File: src/rtl/lsu.sv
// lsu: load/store unit bridging the execute stage to a request/grant data bus
`ifndef EXE_INFO_BUS_WIDTH
`define EXE_INFO_BUS_WIDTH 10
`define EXE_INST_L 2'b01
`define EXE_INST_S 2'b10
`define EXE_LB 2
`define EXE_LH 3
`define EXE_LW 4
`define EXE_LBU 5
`define EXE_LHU 6
`define EXE_SB 7
`define EXE_SH 8
`define EXE_SW 9
`endif
module lsu #(
  parameter int unsigned TIMEOUT_CYCLES = 255
) (
  input  logic                           clk,
  input  logic                           rst,
  input  logic                           rd_we_i,
  input  logic [4:0]                     rd_addr_i,
  input  logic [31:0]                    rd_mem_data_i,
  input  logic [31:0]                    mem_addr_i,
  input  logic [`EXE_INFO_BUS_WIDTH-1:0] exe_info_bus_i,
  output logic                           rd_we_o,
  output logic [4:0]                     rd_addr_o,
  output logic [31:0]                    rd_data_o,
  output logic                           mem_req_o,
  output logic                           mem_we_o,
  output logic [31:0]                    mem_addr_o,
  output logic [31:0]                    mem_wdata_o,
  output logic [3:0]                     mem_be_o,
  input  logic                           mem_gnt_i,
  input  logic                           mem_rvalid_i,
  input  logic [31:0]                    mem_rdata_i,
  output logic                           stallreq_o,
  output logic                           misalign_o,
  output logic                           bus_err_o
);
  typedef enum logic [1:0] {IDLE, REQ, WAIT, DONE} state_e;
  localparam logic [7:0] TMO_LAST = 8'(TIMEOUT_CYCLES - 1);
  state_e      state_q, state_d;
  logic [7:0]  cnt_q, cnt_d;
  logic [31:0] addr_q, addr_d, wdata_q, wdata_d, data_q, data_d;
  logic [3:0]  be_q, be_d;
  logic [1:0]  sz_q, sz_d, lo_q, lo_d;
  logic [4:0]  rd_q, rd_d;
  logic        we_q, we_d, sgn_q, sgn_d, err_q, err_d;
  logic [1:0]  op;
  logic        is_ld, is_st, is_mem, is_b, is_h, is_w, mis, idle, go, tmo;
  logic [7:0]  ld_b;
  logic [15:0] ld_h;
  logic [31:0] ld_ext;
  // decode the op field and detect misalignment against the access size
  always_comb begin
    op     = exe_info_bus_i[1:0];
    is_ld  = op == `EXE_INST_L && |{exe_info_bus_i[`EXE_LB], exe_info_bus_i[`EXE_LH], exe_info_bus_i[`EXE_LW],
                                    exe_info_bus_i[`EXE_LBU], exe_info_bus_i[`EXE_LHU]};
    is_st  = op == `EXE_INST_S && |{exe_info_bus_i[`EXE_SB], exe_info_bus_i[`EXE_SH], exe_info_bus_i[`EXE_SW]};
    is_mem = is_ld | is_st;
    is_b   = exe_info_bus_i[`EXE_LB] | exe_info_bus_i[`EXE_LBU] | exe_info_bus_i[`EXE_SB];
    is_h   = exe_info_bus_i[`EXE_LH] | exe_info_bus_i[`EXE_LHU] | exe_info_bus_i[`EXE_SH];
    is_w   = exe_info_bus_i[`EXE_LW] | exe_info_bus_i[`EXE_SW];
    mis    = (is_h & mem_addr_i[0]) | (is_w & |mem_addr_i[1:0]);
    idle   = state_q == IDLE;
    go     = idle & is_mem & ~mis;
    tmo    = cnt_q == TMO_LAST;
  end
  // next-state and capture logic; err_d is a one-cycle flag that lands in DONE
  always_comb begin
    state_d = state_q;
    cnt_d   = cnt_q;
    addr_d  = addr_q;
    wdata_d = wdata_q;
    data_d  = data_q;
    be_d    = be_q;
    sz_d    = sz_q;
    lo_d    = lo_q;
    rd_d    = rd_q;
    we_d    = we_q;
    sgn_d   = sgn_q;
    err_d   = 1'b0;
    case (state_q)
      IDLE: if (go) begin
        state_d = REQ;
        cnt_d   = '0;
        addr_d  = {mem_addr_i[31:2], 2'b00};
        lo_d    = mem_addr_i[1:0];
        we_d    = is_st;
        rd_d    = rd_addr_i;
        sz_d    = is_b ? 2'd0 : is_h ? 2'd1 : 2'd2;
        sgn_d   = exe_info_bus_i[`EXE_LB] | exe_info_bus_i[`EXE_LH];
        wdata_d = is_b ? {4{rd_mem_data_i[7:0]}} : is_h ? {2{rd_mem_data_i[15:0]}} : rd_mem_data_i;
        be_d    = is_b ? 4'b0001 << mem_addr_i[1:0] : is_h ? 4'b0011 << {mem_addr_i[1], 1'b0} : 4'hF;
      end
      REQ: begin
        cnt_d = mem_gnt_i ? 8'd0 : cnt_q + 8'd1;
        state_d = mem_gnt_i ? (we_q ? DONE : WAIT) : tmo ? DONE : REQ;
        err_d = ~mem_gnt_i & tmo;
      end
      WAIT: begin
        cnt_d = cnt_q + 8'd1;
        data_d = mem_rvalid_i ? mem_rdata_i : data_q;
        state_d = mem_rvalid_i | tmo ? DONE : WAIT;
        err_d = ~mem_rvalid_i & tmo;
      end
      DONE: state_d = IDLE;
    endcase
  end
  // state and captured transaction registers
  always_ff @(posedge clk) begin
    if (rst) begin
      state_q <= IDLE;
      cnt_q   <= '0;
      addr_q  <= '0;
      wdata_q <= '0;
      data_q  <= '0;
      be_q    <= '0;
      sz_q    <= '0;
      lo_q    <= '0;
      rd_q    <= '0;
      we_q    <= 1'b0;
      sgn_q   <= 1'b0;
      err_q   <= 1'b0;
    end else begin
      state_q <= state_d;
      cnt_q   <= cnt_d;
      addr_q  <= addr_d;
      wdata_q <= wdata_d;
      data_q  <= data_d;
      be_q    <= be_d;
      sz_q    <= sz_d;
      lo_q    <= lo_d;
      rd_q    <= rd_d;
      we_q    <= we_d;
      sgn_q   <= sgn_d;
      err_q   <= err_d;
    end
  end
  // load data extraction and output muxing
  always_comb begin
    ld_b        = data_q[{lo_q, 3'b000} +: 8];
    ld_h        = lo_q[1] ? data_q[31:16] : data_q[15:0];
    ld_ext      = sz_q == 2'd0 ? {{24{sgn_q & ld_b[7]}}, ld_b} :
                  sz_q == 2'd1 ? {{16{sgn_q & ld_h[15]}}, ld_h} : data_q;
    rd_we_o     = idle ? rd_we_i & ~is_mem : state_q == DONE & ~we_q & ~err_q;
    rd_addr_o   = state_q == DONE ? rd_q : rd_addr_i;
    rd_data_o   = state_q == DONE ? ld_ext : rd_mem_data_i;
    mem_req_o   = state_q == REQ;
    mem_we_o    = we_q;
    mem_addr_o  = addr_q;
    mem_wdata_o = wdata_q;
    mem_be_o    = be_q;
    stallreq_o  = go | state_q == REQ | state_q == WAIT;
    misalign_o  = ~rst & idle & is_mem & mis;
    bus_err_o   = err_q;
  end
endmodule

File: config.mk
export PLATFORM = sky130hd
export DESIGN_NAME = lsu
export DESIGN_NICKNAME = d
export VERILOG_FILES = /design/src/rtl/lsu.sv
export SDC_FILE = /design/constraint.sdc
export NUM_CORES = 1
export LEC_CHECK = 0
export ABC_AREA = 1
export CORE_MARGIN = 2
export CORE_UTILIZATION = 40
export CTS_CLUSTER_DIAMETER = 30
export DETAILED_ROUTE_END_ITERATION = 8
export GPL_TIMING_DRIVEN = 0
export PLACE_DENSITY = 0.78
export SLEW_MARGIN = 40
export SYNTH_ARGS = -nofsm -noshare
export SYNTH_HDL_FRONTEND = slang
export SYNTH_SLANG_ARGS = --single-unit
File: constraint.sdc
create_clock -name clk -period 1.6 [get_ports clk]
set_clock_uncertainty 0.15 [all_clocks]
set_input_delay 0.16 -clock clk [delete_from_list [all_inputs] [get_ports clk]]
set_output_delay 0.16 -clock clk [all_outputs]
set_load 0.02 [all_outputs]
# Word level (Yosys, flattened, before mapping)
# Cells that the tools add are included.
[totals]
wordCells = 89
register_bits = 120
out_inout_bits = 111
[classes]
muxes = 22
n_eq_ne = 8
shift = 3
reduce_logical = 11
bitwise_logic = 32
addsub = 1
[op_table]
columns = ["op", "n"]
rows = [
  ["32-bit 2-to-1 mux", 5],
  ["32-bit by 6-bit variable part select with 8-bit output", 1],
  ["8-bit one-hot mux with 3 select lines", 1],
  ["16-bit 2-to-1 mux", 1],
  ["8-bit 2-to-1 mux", 2],
  ["1-bit bitwise AND", 14],
  ["1-bit OR", 11],
  ["2-bit 2-to-1 mux", 5],
  ["8-bit by 1-bit adder with 8-bit output, second input constant", 1],
  ["8-bit equality test, second input constant", 1],
  ["4-bit 2-to-1 mux", 2],
  ["2-bit one-hot mux with 4 select lines", 1],
  ["1-bit NOT", 7],
  ["2-bit by 1-bit equality test with 1-bit output, second input constant", 3],
  ["2-bit equality test, second input constant", 3],
  ["2-bit AND reduction", 3],
  ["5-bit 2-to-1 mux", 1],
  ["5-bit OR reduction", 1],
  ["2-bit zero test", 2],
  ["1-bit by 2-bit left shift with 4-bit output, first input constant", 1],
  ["2-bit by 2-bit left shift with 4-bit output, first input constant", 1],
  ["1-bit 2-to-1 mux", 3],
  ["3-bit nonzero test", 1],
  ["3-bit OR reduction", 1],
  ["other kinds (4)", 5],
]

# Depth between registers and ports, before layout
[depth]
word_depth = 8
ltp_mapped = 10

# Least setup slack after synthesis
# Ideal clock, no wire load.
[synth_timing]
path_type = "register to output"
from = "register (tool-made name)"
to = "output rd_we_o"
arrival_ns = 1.837
required_time_ns = 1.290
stages_incl_launch_ff = 6
path_buffers = 2
path_slack_ns = -0.547
path_cell_list = "dfxtp_1 -> ha_1 -> clkbuf_1 -> inv_1 -> clkbuf_1 -> o41ai_1"
[synth_lines]
columns = ["item", "line_no", "text"]
rows = [
  ["end, declared", "25", "output logic rd_we_o,"],
]

# Worst setup path after layout
[layout_timing]
from = "register sz_q[0]"
to = "output rd_data_o[30]"
[layout_between]
elab_chain_len = 4
word_cells_on_any_way = 5
cone_classes = "eq/ne (1); mux (3); reduce/logical (1)"
[layout_rtl]
columns = ["item", "line_no", "text"]
rows = [
  ["start, declared", "46", "logic [1:0] sz_q, sz_d, lo_q, lo_d;"],
  ["start signal, assigned", "132", "sz_q <= sz_d;"],
  ["2-bit by 1-bit equality test with 1-bit output", "145", "sz_q == 2'd1 ? {{16{sgn_q & ld_h[15]}}, ld_h} : data_q;"],
  ["32-bit 2-to-1 mux", "145", ""],
  ["32-bit 2-to-1 mux (*)", "144", "ld_ext = sz_q == 2'd0 ? {{24{sgn_q & ld_b[7]}}, ld_b} :"],
  ["32-bit 2-to-1 mux (*)", "148", "rd_data_o = state_q == DONE ? ld_ext : rd_mem_data_i;"],
  ["end, declared", "27", "output logic [31:0] rd_data_o,"],
]
# Mark *: on every way between the ends. The rest lies on a longest branch, timed or not.

==> results.py <==
metrics = {
    "worst_hold_path": {
        "holdCritPathClass": "in -> reg",
        "holdPathStages": 3,
        "hold-path-endpoint": "sgn_q",
        "hp-start": "exe_info_bus_i[3]",
    },
    "finish": {
        "final_cell_count_no_fill": 1414,
        "n_fill_cell": 772,
        "drive_above_1_share_pct": 43.4,
        "final_nets": 1341,
        "syn_to_final_growth_pct": 105,
    },
    "floorplanning": {
        "die_h_um": 126,
        "dieArea_mm2": 0.0159,
        "start_util_pct": 41.0,
        "fp.dieW_um": 126,
        "rows": 44,
        "core_area_mm2": 0.0145,
        "io_pins": 227,
    },
    "outcome": {
        "violations": "setup timing",
        "status": "finished with violations",
    },
    "power_and_ir_drop": {
        "internal_power_mw": 8.54,
        "power_frac_seq_pct": 28.4,
        "p_comb_share_pct": 40.7,
        "p_total_mw": 13.3,
        "clkPwrFrac_pct": 30.9,
        "peakVddDrop_uv": 901,
        "leakagePower_nw": 4.91,
        "p_sw_share_pct": 35.6,
        "p_sw_mw": 4.71,
        "powerDensity_mw_per_mm2": 1090,
    },
    "sta": {
        "finalCritPeriodShare_pct": 144,
        "fin_setup_tns_ns": -50.30,
        "slew_headroom_pct": 47.4,
        "hold_viol": 0,
        "max_slew.worst_pin.slew_ns": 0.789,
        "setup_viol": 160,
        "hold_slack_ns": 0.0859,
        "rsz0062_at_grt": "yes",
        "slew_viol_final": 0,
        "fin_crit_ns": 2.30,
        "clock.fmax_mhz": 435,
        "fin_ws_ns": -0.698,
    },
    "drt": {
        "dr.pass1.iters": 6,
        "detail-route-antenna-nets": 0,
        "drc": 0,
        "wire_per_inst_um": 20.6,
        "vias": 7931,
        "vias_per_cell": 5.61,
        "routed_wl_mm": 29.1,
        "first_iter_violations": 758,
    },
    "setup_path": {
        "worst_ep_required_time_ns": 1.29,
        "path_max_fanout": 7,
        "worstSetupPathType": "reg -> out",
        "critPathMaxStageDelay_ns": 0.38,
        "cp_slowest_cell": "dfxtp_2",
        "end_kind": "output port",
        "timing.rr.end": "mem_wdata_o[4]",
        "crit_chain": "inv_2 -> nor2_4 -> a21boi_4 -> nand2_4 -> buf_4 -> a31oi_4 -> buf_6",
        "worstRegToRegCells": 12,
        "start_kind": "flip-flop",
        "critPathLaunch": "sz_q[0]",
        "crit_arrival_ns": 1.99,
        "r2r_slack_ns": -0.39,
    },
    "logic_synthesis": {
        "ys_ff_latch": 120,
        "synthFlopType": "dfxtp_1",
        "synth_top_cells_by_area": "dfxtp_1 40%, nand2_1 15%, o21ai_0 8.6%",
        "yosysUniqueCellTypes": 35,
        "avgSynthCellArea_um2": 6.62,
        "syn-cell-area_mm2": 0.00596,
        "synthTopCellsByCount": "241 x nand2_1, 125 x nor2_1, 120 x dfxtp_1",
        "synth_top_area_share_pct": 40.3,
        "synth_edf_count": 0,
        "ys_warn_count": 0,
        "yosysMostFrequentCell": "nand2_1",
        "async_flop_share_pct": 0,
        "yosys.area.top_type": "dfxtp_1",
        "synth_sequential_area_ratio_pct": 40.3,
        "syn_inst": 900,
    },
    "cts": {
        "clockBufferDepth": 2,
        "numCtsBuffers": 17,
        "cts_tree": "yes",
        "insertion_delay_ns": 0.43,
        "ctsHtreeMaxLevel": 4,
        "clock_sinks": 120,
        "clk_pin_slew_worst_paths_ns": 0.06,
        "cts-root-buf": "clkbuf_16",
    },
    "placed_design": {
        "post-place-ws_ns": -1.04,
        "place_hpwl_mm": 16.8,
        "gp_congestion": 0.986,
        "io_buffers": 223,
        "placed_cells": 1308,
    },
    "global_routing": {
        "grt_max_degree": 17,
        "overflow": 0,
        "antenna_found_initial": 1,
        "grt_pass1_vias": 7127,
        "track_usage_pct": 30.1,
        "grt_pass1_wl_mm": 37.8,
    },
    "run": {
        "max-cap-violations": 0,
    },
}
## cell families after synthesis
family                     synth area share (%)
AOI/OAI and AO/OA                          21.9
buffers and inverters                      8.46
other                                    0.0629
DFF                                        40.3
and+or+nand+nor                            27.7
xor gates and xnor gates                  0.147
adders and majority gates                  1.47
## metrics by stage
step / area [um2] / util, %
CTS: 10400 / 71.8
detailed placement: 8800 / 60.6
finish: 12200 / 84.0
global placement: 8800 / 60.6
floorplan: 6340 / -
global route: 12200 / 84.0
## power by group through the flow
stage          Sequential, mW  Clock (mW)  Combinational (mW)
6_report                 3.76        4.09                5.40
5_1_grt                  3.78        4.22                5.68
4_1_cts                  3.64        4.04                4.07
3_5_place_dp             3.68           0                3.24
3_3_place_gp             3.67           0                3.20
2_1_floorplan            3.71           0                1.88
## sequential cells by signal, summed over array words and instances (netlist names), named ones only
name / count
bus_err_o: 1
cnt_q: 8
data_q: 32
lo_q: 2
mem_addr_o: 30
mem_be_o: 4
mem_wdata_o: 32
mem_we_o: 1
rd_q: 5
sgn_q: 1
state_q: 1
sz_q: 2
## cell type report
class,instances,area [um2],share of cell area [%]
Timing Repair inverter,2,22.5,0.185
Antenna cell,1,2.50,0.0205
Timing Repair Buffer,297,3170,26.0
Inverter,58,282,2.31
Tap cell,184,230,1.89
Clock inverter,9,149,1.22
Clock buffer,21,460,3.77
Multi-Input combinational cell,664,4820,39.5
Sequential cell,120,2420,19.8
Buffer,58,646,5.29
## cells in the final DEF (no fill, tap or decap), types with 8 or more instances in the layout
cell type | netlist | routed
a21oi_1 | 94 | 10
a21oi_2 | 1 | 81
a22oi_2 | 0 | 8
a31oi_4 | 0 | 14
buf_12 | 0 | 11
buf_4 | 11 | 40
buf_6 | 0 | 55
buf_8 | 0 | 26
clkbuf_1 | 25 | 16
clkbuf_16 | 0 | 29
clkdlybuf4s50_1 | 0 | 102
dfxtp_1 | 120 | 112
dlygate4sd2_1 | 0 | 80
inv_1 | 53 | 42
nand2_1 | 241 | 149
nand2_2 | 2 | 35
nand2_4 | 0 | 55
nand3_2 | 1 | 15
nor2_1 | 125 | 105
nor2_2 | 4 | 15
nor2_4 | 1 | 10
o21ai_0 | 103 | 36
o21ai_1 | 0 | 15
o21ai_2 | 0 | 46
## worst max-delay path, delay by kind of cell (launching register included)
kind            cells  cell delay (ns)
compound gates      2             0.45
buf+inv             3             0.40
flops               1             0.38
simple gates        2             0.33
## worst max path at each step
stage	slack, ns	to	depth (start not counted)
6_report	-0.70	rd_data_o[30]	7
5_1_grt	-0.73	rd_data_o[13]	10
4_1_cts	-0.60	rd_data_o[15]	9
3_5_place_dp	-1.04	stallreq_o	9
3_3_place_gp	-1.04	stallreq_o	9
2_1_floorplan	-0.09	rd_data_o[10]	7
## metal layers
metal  track usage (%)  wire length, um  up-vias
li1                  -                -     3604
met1              38.1            11100     3731
met2              51.0            14200      465
met3              6.92             2420      131
met4              9.18             1390        0
met5                 0                0        -
## repair_timing
action / CTS / global route
gates cloned: 13 / 11
endpoints found under the setup margin: 224 / 159
pin swaps: 55 / 106
gates resized for setup: 515 / 412
setup buffers: 36 / 21
hold buffers: 0 / 0
hold endpoints to repair: 0 / 0
No activity file was read; power rests on OpenSTA's default activity.
